<file path="src/rtl/arb4_rr.sv">
// arb4_rr: four-client round-robin arbiter with burst hold.
// Registered grant; preempt pulses when the burst limit forces a handover.
module arb4_rr #(
  parameter  int MAX_BURST = 8,
  localparam int CNT_W     = $clog2(MAX_BURST + 1)
) (
  input  logic       clk,
  input  logic       rst,
  input  logic [3:0] req,
  output logic [3:0] gnt,
  output logic       gnt_valid,
  output logic [1:0] gnt_id,
  output logic       preempt
);

  typedef enum logic {S_IDLE, S_GRANT} state_t;

  localparam logic [CNT_W-1:0] C_MAX = CNT_W'(MAX_BURST);
  localparam logic [CNT_W-1:0] C_ONE = CNT_W'(1);

  state_t           r_state, w_state_nx;
  logic [CNT_W-1:0] r_cnt, w_cnt_nx;
  logic [1:0]       r_ptr, w_ptr_nx;
  logic [1:0]       r_id, w_id_nx;
  logic [3:0]       r_gnt, w_gnt_nx;
  logic             r_valid;
  logic             r_pre, w_pre_nx;

  logic [2:0]       w_pick;
  logic             w_hold;
  logic             w_others;
  logic             w_at_max;

  // First requester at offset 0..3 from p; bit 2 flags a hit.
  function automatic logic [2:0] rr_pick(
    input logic [3:0] r,
    input logic [1:0] p
  );
    logic [2:0] res;
    logic [1:0] idx;
    res = 3'b000;
    for (int k = 3; k >= 0; k--) begin
      idx = p + 2'(k);
      if (r[idx]) res = {1'b1, idx};
    end
    return res;
  endfunction

  // In GRANT the pointer is the owner, so one pick serves both states.
  assign w_pick   = rr_pick(req, r_ptr + 2'd1);
  assign w_hold   = req[r_ptr];
  assign w_others = |(req & ~(4'b0001 << r_ptr));
  assign w_at_max = (r_cnt == C_MAX);

  always_ff @(posedge clk or negedge rst) begin
    if (!rst) begin
      r_state <= S_IDLE;
      r_cnt   <= '0;
      r_ptr   <= 2'd3;
      r_id    <= 2'd0;
      r_gnt   <= 4'b0000;
      r_valid <= 1'b0;
      r_pre   <= 1'b0;
    end else begin
      r_state <= w_state_nx;
      r_cnt   <= w_cnt_nx;
      r_ptr   <= w_ptr_nx;
      r_id    <= w_id_nx;
      r_gnt   <= w_gnt_nx;
      r_valid <= |w_gnt_nx;
      r_pre   <= w_pre_nx;
    end
  end

  always_comb begin
    w_state_nx = r_state;
    w_cnt_nx   = r_cnt;
    w_ptr_nx   = r_ptr;
    w_id_nx    = r_id;
    w_gnt_nx   = r_gnt;
    w_pre_nx   = 1'b0;
    unique case (r_state)
      S_IDLE: begin
        w_gnt_nx = 4'b0000;
        if (w_pick[2]) begin
          w_state_nx = S_GRANT;
          w_cnt_nx   = C_ONE;
          w_ptr_nx   = w_pick[1:0];
          w_id_nx    = w_pick[1:0];
          w_gnt_nx   = 4'b0001 << w_pick[1:0];
        end
      end
      S_GRANT: begin
        unique case (1'b1)
          !w_hold && w_pick[2],
          w_hold && w_at_max && w_others: begin
            w_cnt_nx = C_ONE;
            w_ptr_nx = w_pick[1:0];
            w_id_nx  = w_pick[1:0];
            w_gnt_nx = 4'b0001 << w_pick[1:0];
            w_pre_nx = w_hold;
          end
          !w_hold && !w_pick[2]: begin
            w_state_nx = S_IDLE;
            w_gnt_nx   = 4'b0000;
          end
          w_hold && !w_at_max: begin
            w_cnt_nx = r_cnt + C_ONE;
          end
          w_hold && w_at_max && !w_others: begin
            w_cnt_nx = C_ONE;
          end
        endcase
      end
      default: w_state_nx = S_IDLE;
    endcase
  end

  always_comb begin
    gnt       = r_gnt;
    gnt_valid = r_valid;
    gnt_id    = r_id;
    preempt   = r_pre;
  end

endmodule

</file>
<file path="config.mk">
export PLATFORM = sky130hd
export DESIGN_NAME = arb4_rr
export DESIGN_NICKNAME = d
export VERILOG_FILES = /design/src/rtl/arb4_rr.sv
export SDC_FILE = /design/constraint.sdc
export NUM_CORES = 1
export LEC_CHECK = 0
export ABC_AREA = 1
export CAP_MARGIN = 20
export CORE_UTILIZATION = 51
export CTS_CLUSTER_SIZE = 12
export DETAILED_ROUTE_END_ITERATION = 10
export PLACE_DENSITY_LB_ADDON = 0.08
export SETUP_SLACK_MARGIN = 0.3
export SYNTH_ARGS = -nofsm -noshare
export SYNTH_HDL_FRONTEND = slang
export SYNTH_SLANG_ARGS = --single-unit
</file>
<file path="constraint.sdc">
create_clock -name clk -period 2.9 [get_ports clk]
set_input_delay 0.435 -clock clk [delete_from_list [all_inputs] [get_ports clk]]
set_output_delay 0.435 -clock clk [all_outputs]
set_load 0.03 [all_outputs]
</file>
# Yosys cells after proc, flatten, opt, wreduce, memory -nomap -nowiden
# Index checks and enable logic that the tools add are counted.
[totals]
ff_bits = 15
wordCells = 70
inputBits = 6
[classes]
eq_ne = 4
n_lt_le_gt_ge = 5
n_reduce_logical = 16
add_sub_neg = 5
shifts = 2
n_mux = 28
n_bitwise = 3
[op_table]
columns = ["operator", "n"]
rows = [
  ["$pmux 4 s2", 4],
  ["$lt 2x3->1 const B", 5],
  ["$mux 3", 4],
  ["$bmux 1 s2", 5],
  ["$mux 1", 9],
  ["$mux 4", 2],
  ["$reduce_or 4->1", 2],
  ["$shl 1x2->4 const A", 2],
  ["$logic_and 1x1->1", 6],
  ["$add 2x1->2 const B", 2],
  ["$add 2x2->2 const B", 2],
  ["$add 4x1->4 const B", 1],
  ["$and 4x4->4", 1],
  ["$eq 4x4->1 const B", 1],
  ["$logic_not 1->1", 4],
  ["$mux 2", 2],
  ["$not 4->4", 1],
  ["$pmux 2 s2", 1],
  ["$reduce_and 2->1", 2],
  ["$ne 3x2->1 const B", 1],
  ["$reduce_or 3->1", 1],
  ["$ne 2x1->1 const B", 1],
  ["$ne 2x2->1 const B", 1],
  ["$pmux 1 s2", 1],
  ["2 further kinds", 2],
]

# Logic depth before layout (Yosys ltp)
# Gate-level depths: netlist of run 1.
[logic_depth]
depth_word = 13
mapped_depth = 15

# Least setup slack after synthesis of run 1
# No wires, ideal clock.
[synth_path]
kind = "reg-to-reg"
start = "register r_ptr[0]"
end = "register r_cnt[0]"
path_buffers = 1
period_less_slack_ns = 2.079
path_stages_with_launch = 15
arrival_ns = 1.961
slack_ns = 0.821
required_time_ns = 2.783
setup_ns = 0.117
path_cell_list = "dfstp_2 -> inv_2 -> ha_1 -> inv_1 -> nand2_1 -> nand2_1 -> nand2_1 -> nand2_1 -> nor2_1 -> nand2_1 -> buf_6 -> a21oi_1 -> nand3_1 -> o21ai_1 -> inv_1"
[synth_between]
elab_chain_len = 12
word_cells_on_any_way = 35
cone_classes = "add/sub (4); eq/ne (2); shift (1); mux (16); bitwise (2); reduce/logical (10)"
[synth_lines]
columns = ["element", "line", "text"]
rows = [
  ["start, declared", "23", "logic [1:0] r_ptr, w_ptr_nx;"],
  ["start signal, assigned", "67", "r_ptr <= w_ptr_nx;"],
  ["$add 2x1->2", "50", "assign w_pick = rr_pick(req, r_ptr + 2'd1);"],
  ["$add 2x2->2", "43", "idx = p + 2'(k);"],
  ["$bmux 1 s2", "44", "if (r[idx]) res = {1'b1, idx};"],
  ["$mux 1 (implied by the code)", "44", ""],
  ["$mux 3 (4 in series)", "44", ""],
  ["$logic_and 1x1->1", "95", "!w_hold && w_pick[2],"],
  ["$reduce_or 3->1 (no source line)", "n/a", ""],
  ["$pmux 4 s2 / $ne 3x2->1 (equally long branches)", "n/a", ""],
  ["$pmux 4 s2 / $reduce_and 2->1 (equally long branches)", "n/a", ""],
  ["end signal, assigned", "66", "r_cnt <= w_cnt_nx;"],
  ["end, declared", "22", "logic [CNT_W-1:0] r_cnt, w_cnt_nx;"],
]
# Several ways; a longest one is shown, not always the timed one. The select of a mux whose other input is x is not followed.
# A chain may end at the register's enable or synchronous reset.

# Worst setup path in the final report of run 1
[layout_path]
start = "register r_ptr[0]"
end = "register r_valid (netlist: gnt_valid)"
[layout_between]
elab_chain_len = 13
word_cells_on_any_way = 34
cone_classes = "add/sub (4); shift (2); mux (17); bitwise (2); reduce/logical (9)"
[layout_lines]
columns = ["element", "line", "text"]
rows = [
  ["$add 2x1->2", "50", ""],
  ["$add 2x2->2", "43", ""],
  ["$bmux 1 s2", "44", ""],
  ["$mux 1 (implied by the code)", "44", ""],
  ["$mux 3 (4 in series)", "44", ""],
  ["$logic_and 1x1->1 / $logic_not 1->1 (equally long branches)", "95, 103", ""],
  ["$reduce_or 2->1 / $logic_and 1x1->1 (equally long branches)", "n/a", ""],
  ["$pmux 4 s2", "94", "unique case (1'b1)"],
  ["$pmux 4 s2 (*)", "82", "unique case (r_state)"],
  ["via w_gnt_nx[1]", "25", "logic [3:0] r_gnt, w_gnt_nx;"],
  ["$reduce_or 4->1 (*)", "70", "r_valid <= |w_gnt_nx;"],
  ["end signal, assigned", "70", ""],
  ["end, declared", "26", "logic r_valid;"],
]
# The timed path passes the listed nets; every way through them passes the cells marked *. The select of a mux whose other input is x is not followed.

==> results of run 1 <==
-- kinds of logic after synthesis --
kind of cell,count (synthesis),share of synthesized area [%]
AND/OR/NAND/NOR,76,35.2
buffers and inverters,22,9.37
flip-flops,15,39.3
AO/OA/AOI/OAI,14,8.33
adder cells (fa/ha/maj),6,7.81
-- area by class of cell --
cell class | count | share of cell area (%)
well taps | 25 | 2.72
inverters | 21 | 6.86
repair buffers | 14 | 12.0
clock inverters | 1 | 0.436
clock buffers | 3 | 1.96
multi-input cells | 96 | 43.1
flip-flops and latches | 15 | 32.9
-- flip-flops by register name, summed over array words and instances, names as in the netlist --
| signal | cells |
|---|---|
| r_cnt | 4 |
| gnt_valid | 1 |
| gnt_id | 2 |
| r_state | 1 |
| gnt | 4 |
| r_ptr | 2 |
| preempt | 1 |
-- placed cells by master (no fill, tap or decap) --
| cell | n |
|---|---|
| nand2_4 | 1 |
| nand2_1 | 41 |
| o21ai_1 | 1 |
| o21ai_0 | 6 |
| o22ai_1 | 2 |
| inv_1 | 20 |
| inv_2 | 1 |
| clkinv_2 | 1 |
| nand3_1 | 21 |
| buf_4 | 1 |
| clkdlybuf4s50_1 | 13 |
| clkbuf_4 | 3 |
| dfrtp_1 | 13 |
| nand2_2 | 5 |
| a21oi_1 | 3 |
| nand4_1 | 1 |
| ha_1 | 6 |
| nor2_1 | 6 |
| o21ai_2 | 2 |
| dfstp_2 | 2 |
| nand3_2 | 1 |
-- what timing repair did --
action                                  CTS  global route
gates resized for setup                   0             1
buffers inserted                          0             1
endpoints found under the setup margin    0             5
-- stage by stage --
step                      cell area [sq um]  hold WS, ps  utilization, %  std cells  setup WS [ps]
after floorplan                         961          139               -        133            821
after global placement                 1110          524            63.7        170            508
after detailed placement               1110          511            63.7        170            449
after CTS                              1140          536            65.2        174            448
after global routing                   1150          551            65.8        175            335
final                                  1150          536            65.8        175            604
-- worst max path at each step --
stage                   from         to  cells past startpoint
global placement    r_ptr[0]  gnt_valid                     15
floorplan           r_ptr[0]   r_cnt[0]                     14
detailed placement  r_ptr[0]  gnt_valid                     15
CTS                 r_ptr[0]  gnt_valid                     15
global route        r_ptr[0]  gnt_valid                     15
finish              r_ptr[0]  gnt_valid                     15
-- layer usage --
metal	routed length [microns]	track usage, %
met1	897	28.6
met2	903	32.9
met3	65	3.57
met4	19	6.06
met5	0	0
==> reports/qor.yml, run 1 <==
io_pins: 14
yosysUniqueCellTypes: 18
fillCellCount: 160
synth-main-ff-cell: "dfrtp_1"
reg2regPathDepth: 15
synth_area_leaders: "dfrtp_1 (34%), nand2_1 (16%), nand3_1 (11%), ha_1 (7.8%), inv_1 (7.8%)"
synthArstFlopShare_pct: 100
nNetsFinal: 163
ys_seq_area_share_pct: 39.3
fmax_mhz: 436
overflow: 0
synth_top_area_share_pct: 33.9
worst_path_max_delay_cell: "dfstp_2"
min_path_type: "primary input to asynchronous set/reset pin"
synth_top_cell_by_area: "dfrtp_1"
io_buffers: 13
viasPerCell: 4.94
crit_family: "simple AND/OR/NAND/NOR gates"
die_width_microns: 45.4
area_delta_synth_final_pct: 19.5
cts_root_buf: "clkbuf_4"
critPathBufInv: 2
critPathMaxFanout: 11
core-area_sq_um: 1750
fin_worst_skew_ps: 10.6
netlist_area_sq_um: 961
regToRegSetupSlack_ps: 600
synth-seq-cells: 15
die_area_sq_um: 2060
firstDrtPassIters: 4
drt-initial-drc-count: 19
avgSynthCellArea_sq_um: 7.22
grt_pass1_wl_microns: 3070
drc: 0
totalWireLength_microns: 1890
synthesis.nets: 145
start_kind: "register"
post_drt_wl_per_cell_microns: 10.8
ant_nets: 0
antenna_found_initial: 0
crit_chain: "inv_2, ha_1, inv_1, nand2_1, nand2_1, nand2_1, nand2_1, nor2_1, nand2_2, nand2_2, nand2_4, nand3_1, nand2_1, nor2_1, nand2_1"
gp_congestion: 0.856
r2r_start: "r_ptr[0]"
relSlewSlack_pct: 55.7
yosysMostFrequentCell: "nand2_1"
grt_max_degree: 16
finalMaxSlewViolations: 0
worstMarginPinSlew_ps: 663
clkLatencyLatePin_ps: 290
cp.arrival_ps: 2480
period_share_pct: 79.2
grt_setup_unrepaired: "false"
synth_edf_count: 0
multi_input_area_sq_um: 495
synth_common_cells: "nand2_1 (42), nand3_1 (21), inv_1 (20)"
setup_violations: 0
track_usage_pct: 20.6
finalHoldViolCount: 0
worstPathRequired_ps: 3090
row_count: 15
maxCapViolCount: 0
htreeDepth: 1
cts_tree: "done"
rr_endpoint: "gnt_valid"
die_h_microns: 45.4
drive_above_1_share_pct: 11.3
syn_inst: 133
start_util_pct: 55.1
grt_pass1_vias: 745
tns_ps: 0
slowest_delay_ps: 570
clock_path_buffers: 2
cts.sinks: 15
vias: 865
ff_latch_area_sq_um: 378
status: "complete, no violations"
clk_pin_slew_worst_paths_ps: 90
path_common_cell: "nand2_1"
crit_path_end_kind: "register"
dp_hpwl_microns: 1480
post-route-min-period_ps: 2300
hold_buffers: 0
antennaDiodeCount: 0
crit_type: "register to register"
numCtsBuffers: 3
yosys_warnings: 0
Power of run 1 is not shown: default switching activity piles up to over one toggle a cycle in this logic, so the estimate is an artifact.
==> run 2, diff against run 1 <==
==> constraint.sdc (replaced) <==
create_clock -name clk -period 2.2 [get_ports clk]
set_input_delay 0.33 -clock clk [delete_from_list [all_inputs] [get_ports clk]]
set_output_delay 0.33 -clock clk [all_outputs]
set_load 0.03 [all_outputs]
==> run 2 against run 1 <==
Net effect:
- sequential share of layout area shrank 4.5 points
- routed wire length is 21% higher
- die area stayed put
- global-route usage rose by 3.6 points
==> reports/qor.yml, run 2 (synthesized netlist as in run 1, its figures left out) <==
totalWireLength_microns: 2280
tns_ps: 0
regToRegSetupSlack_ps: 160
finalMaxSlewViolations: 0
viasPerCell: 5.13
nNetsFinal: 172
reg2regPathDepth: 12
grt_pass1_wl_microns: 3560
cts_tree: "done"
vias: 943
final_common_cell: "nand2_1"
worstMarginPinSlew_ps: 666
die_area_sq_um: 2060
antennaDiodeCount: 0
rr_endpoint: "gnt_valid"
antenna_found_initial: 0
cts_root_buf: "clkbuf_4"
relSlewSlack_pct: 55.5
fin_worst_skew_ps: 9.51
gp_congestion: 0.801
area_delta_synth_final_pct: 38.5
crit_path_end_kind: "register"
die_width_microns: 45.4
cp-endpoint: "gnt_valid"
cp.arrival_ps: 2230
r2r_start: "r_ptr[0]"
htreeDepth: 1
critPathLaunch: "r_ptr[0]"
drt-initial-drc-count: 28
io_buffers: 13
status: "complete, no violations"
drc: 0
clock_path_buffers: 2
critPathMaxFanout: 9
post-route-min-period_ps: 2040
fmax_mhz: 490
worstPathRequired_ps: 2390
post_drt_wl_per_cell_microns: 12.4
track_usage_pct: 24.2
drive_above_1_share_pct: 30.8
numCtsBuffers: 3
setup_violations: 0
layout_common_cells: "nand2_1 (29), inv_1 (18), nand3_1 (18)"
period_share_pct: 92.7
row_count: 15
grt_max_degree: 16
clkLatencyLatePin_ps: 290
grt_setup_unrepaired: "true"
crit_type: "register to register"
io_pins: 14
core-area_sq_um: 1750
start_util_pct: 55.1
die_h_microns: 45.4
hold_buffers: 0
overflow: 0
clk_pin_slew_worst_paths_ps: 90
min_path_type: "primary input to asynchronous set/reset pin"
firstDrtPassIters: 4
maxCapViolCount: 0
grt_pass1_vias: 861
cts.sinks: 15
dp_hpwl_microns: 1540
ant_nets: 0
start_kind: "register"
finalHoldViolCount: 0
==> run 2: changes by cell type in the layout (fill, tap and decap cells not counted), sizes merged <==
cell,delta
buf,+9
==> run 2: metrics by stage <==
step	instance area [sq um]	std cells	worst slack (ps)	utilization [%]	hold WS (ps)
after floorplan	990	133	262	-	34.4
after global routing	1330	184	60.4	76.3	501
after CTS	1260	183	202	72.3	452
final	1330	184	160	76.3	436
after detailed placement	1170	174	102	67.0	496
after global placement	1170	174	137	67.0	501
==> run 2: worst min-delay path by stage <==
stage                   start         to  slack, ps  cells after the start
floorplan                 rst     gnt[0]         30                      0
global placement    gnt_id[1]  gnt_id[1]        500                      2
detailed placement  gnt_id[0]  gnt_id[0]        500                      2
CTS                       rst   r_cnt[2]        450                      1
global route              rst   r_cnt[2]        500                      1
finish                    rst   r_cnt[2]        440                      1
==> run 2: layer usage <==
layer / share of wire, % / wire (microns) / GRT usage, %
met5: 0 / 0 / 0
met4: 2.1 / 48 / 10.3
met3: 3.5 / 80 / 3.57
met2: 50 / 1140 / 39.4
met1: 44 / 1010 / 31.9
==> run 2: critical path, cell delays in order (launching register included) <==
cell     delay, ps
dfstp_2        560
inv_4           40
buf_4          160
nand2_1         90
nand2_2         80
o21ai_2        290
inv_1          100
nand2_1        160
inv_1          110
nand3_1        120
o21ai_2         70
nor2_1         100
nand2_1         50
==> run 2: what timing repair did <==
item	CTS	global route
pin swaps	7	6
resized for setup	11	18
setup endpoints to repair	13	13
buffers inserted	5	1
==> run 2: final cells by class <==
class | count | area, sq um
tap | 25 | 31.3
fill | 133 | 414
multi-input combinational | 96 | 602
inverter | 21 | 83.8
timing repair buffer | 23 | 209
sequential | 15 | 378
clock inverter | 1 | 5.00
clock buffer | 3 | 22.5
Power of run 2 is left out for the same reason.
==> run 3, diff against run 2 <==
==> constraint.sdc (replaced) <==
create_clock -name clk -period 1.9 [get_ports clk]
set_input_delay 0.285 -clock clk [delete_from_list [all_inputs] [get_ports clk]]
set_output_delay 0.285 -clock clk [all_outputs]
set_load 0.03 [all_outputs]
==> run 3 against run 2 <==
Net effect:
- the run now ends with setup timing left
- critical path depth increased by 3
- routed wire length is 17% higher
- die area unchanged
- worst setup slack lost 310 ps
- non-clock buffer count rose by 13
- largest cell class unchanged
==> reports/qor.yml, run 3 (synthesized netlist as in run 1, its figures left out) <==
path_common_cell: "nand2_2"
track_usage_pct: 27.5
cp.arrival_ps: 2220
fmax_mhz: 488
crit_family: "simple AND/OR/NAND/NOR gates"
row_count: 15
grt_use_met3_pct: 6.75
start_kind: "register"
antenna_found_initial: 0
grt_setup_unrepaired: "true"
setup_ws_ps: -148
utilization_pct: 82.9
drc: 0
worstMarginPinSlew_ps: 383
violations: "setup timing"
area_delta_synth_final_pct: 50.5
layout_common_cells: "nand2_1 (27), buf_4 (20), inv_1 (17), nand2_2 (17), nand3_1 (16)"
antennaDiodeCount: 0
crit_path_end_kind: "register"
cts_root_buf: "clkbuf_4"
dp_hpwl_microns: 1820
die_h_microns: 45.4
overflow: 0
use_met2_pct: 46.3
stdcell_count: 197
fin_worst_skew_ps: 7.34
start_util_pct: 55.1
grt-busiest-layer: "met2"
placed_area_sq_um: 1270
ant_nets: 0
die_width_microns: 45.4
clock_path_buffers: 2
stdcell_area_sq_um: 1450
min_path_type: "primary input to asynchronous set/reset pin"
finalMaxSlewViolations: 0
critPathBufInv: 2
drive_above_1_share_pct: 39.5
worst_path_max_delay_cell: "dfstp_2"
clkLatencyLatePin_ps: 290
vias: 1027
totalWireLength_microns: 2650
cts.sinks: 15
slowest_delay_ps: 560
drt-initial-drc-count: 40
die_area_sq_um: 2060
critPathMaxFanout: 6
crit_chain: "inv_4, ha_4, inv_4, nand2_2, nand2_2, nand2_2, nand2_1, nor2_1, nand2_2, nand2_4, nand2_4, nand3_2, nand2_2, nor2_2, nand2_1"
final_common_cell: "nand2_1"
setup_violations: 11
period_share_pct: 108
core-area_sq_um: 1750
worstPathRequired_ps: 2080
fillCellCount: 103
crit_type: "register to register"
grt_max_degree: 16
place_inst: 187
post-route-min-period_ps: 2050
clk_pin_slew_worst_paths_ps: 90
numCtsBuffers: 3
finalHoldViolCount: 0
htreeDepth: 1
cts_tree: "done"
viasPerCell: 5.21
firstDrtPassIters: 4
relSlewSlack_pct: 74.2
maxCapViolCount: 0
tns_ps: -735
hold_buffers: 0
grt_pass1_vias: 918
gp_congestion: 0.931
io_pins: 14
grt_pass1_wl_microns: 4040
status: "finished, violations left"
io_buffers: 13
nNetsFinal: 185
post_drt_wl_per_cell_microns: 13.5
grtUsageMet1_pct: 34.8
run 3: cell types whose count changed in the layout (fill, tap and decap cells not counted), sizes merged:
cell | before | now
buf | 10 | 23
clkbuf | 3 | 4
clkdlybuf4s50 | 13 | 6
clkinv | 1 | 0
dlygate4sd2 | 0 | 6
dlymetal6s2s | 0 | 1
run 3: final timing paths:
check,start,endpoint,slack (ps),depth (start not counted)
max,r_ptr[0],gnt_valid,-150,15
min,rst,r_cnt[3],320,2
max reg2reg,r_ptr[0],gnt_valid,-150,15
min reg2reg,gnt_id[0],gnt_id[0],520,2
max in group asynchronous,rst,r_ptr[1],1350,2
min in group clk,gnt_id[0],gnt_id[0],520,2
run 3: through the flow:
stage	hold WS [ps]	setup WS (ps)
finish	316	-148
global route	333	-242
CTS	334	-119
detailed placement	499	-139
global placement	501	-54.6
floorplan	-10.6	-37.9
run 3: cell type report:
cell class,instances,area [sq um],share of cell area [%]
multi-input combinational,96,616,42.6
sequential,15,378,26.1
timing repair buffer,36,309,21.4
inverter,21,86.3,5.97
tap,25,31.3,2.16
clock buffer,4,26.3,1.82
run 3: routing by layer:
metal	up-vias	wire length (microns)
met5	-	0
met4	0	16
met3	5	128
met2	34	1420
met1	483	1090
li1	505	-
run 3: worst reg2reg max path: stages, from the launching register on:
cell and delay [ps]:
dfstp_2 560, inv_4 40, ha_4 290, inv_4 50
nand2_2 60, nand2_2 70, nand2_2 70, nand2_1 60
nor2_1 130, nand2_2 110, nand2_4 80, nand2_4 80
nand3_2 90, nand2_2 70, nor2_2 130, nand2_1 60
run 3: timing repair:
action	in CTS	in global routing
setup endpoints to repair	21	16
setup buffers	4	2
resized for setup	25	19
cloned	0	0
pin swaps	12	20
Power of run 3 is left out for the same reason.
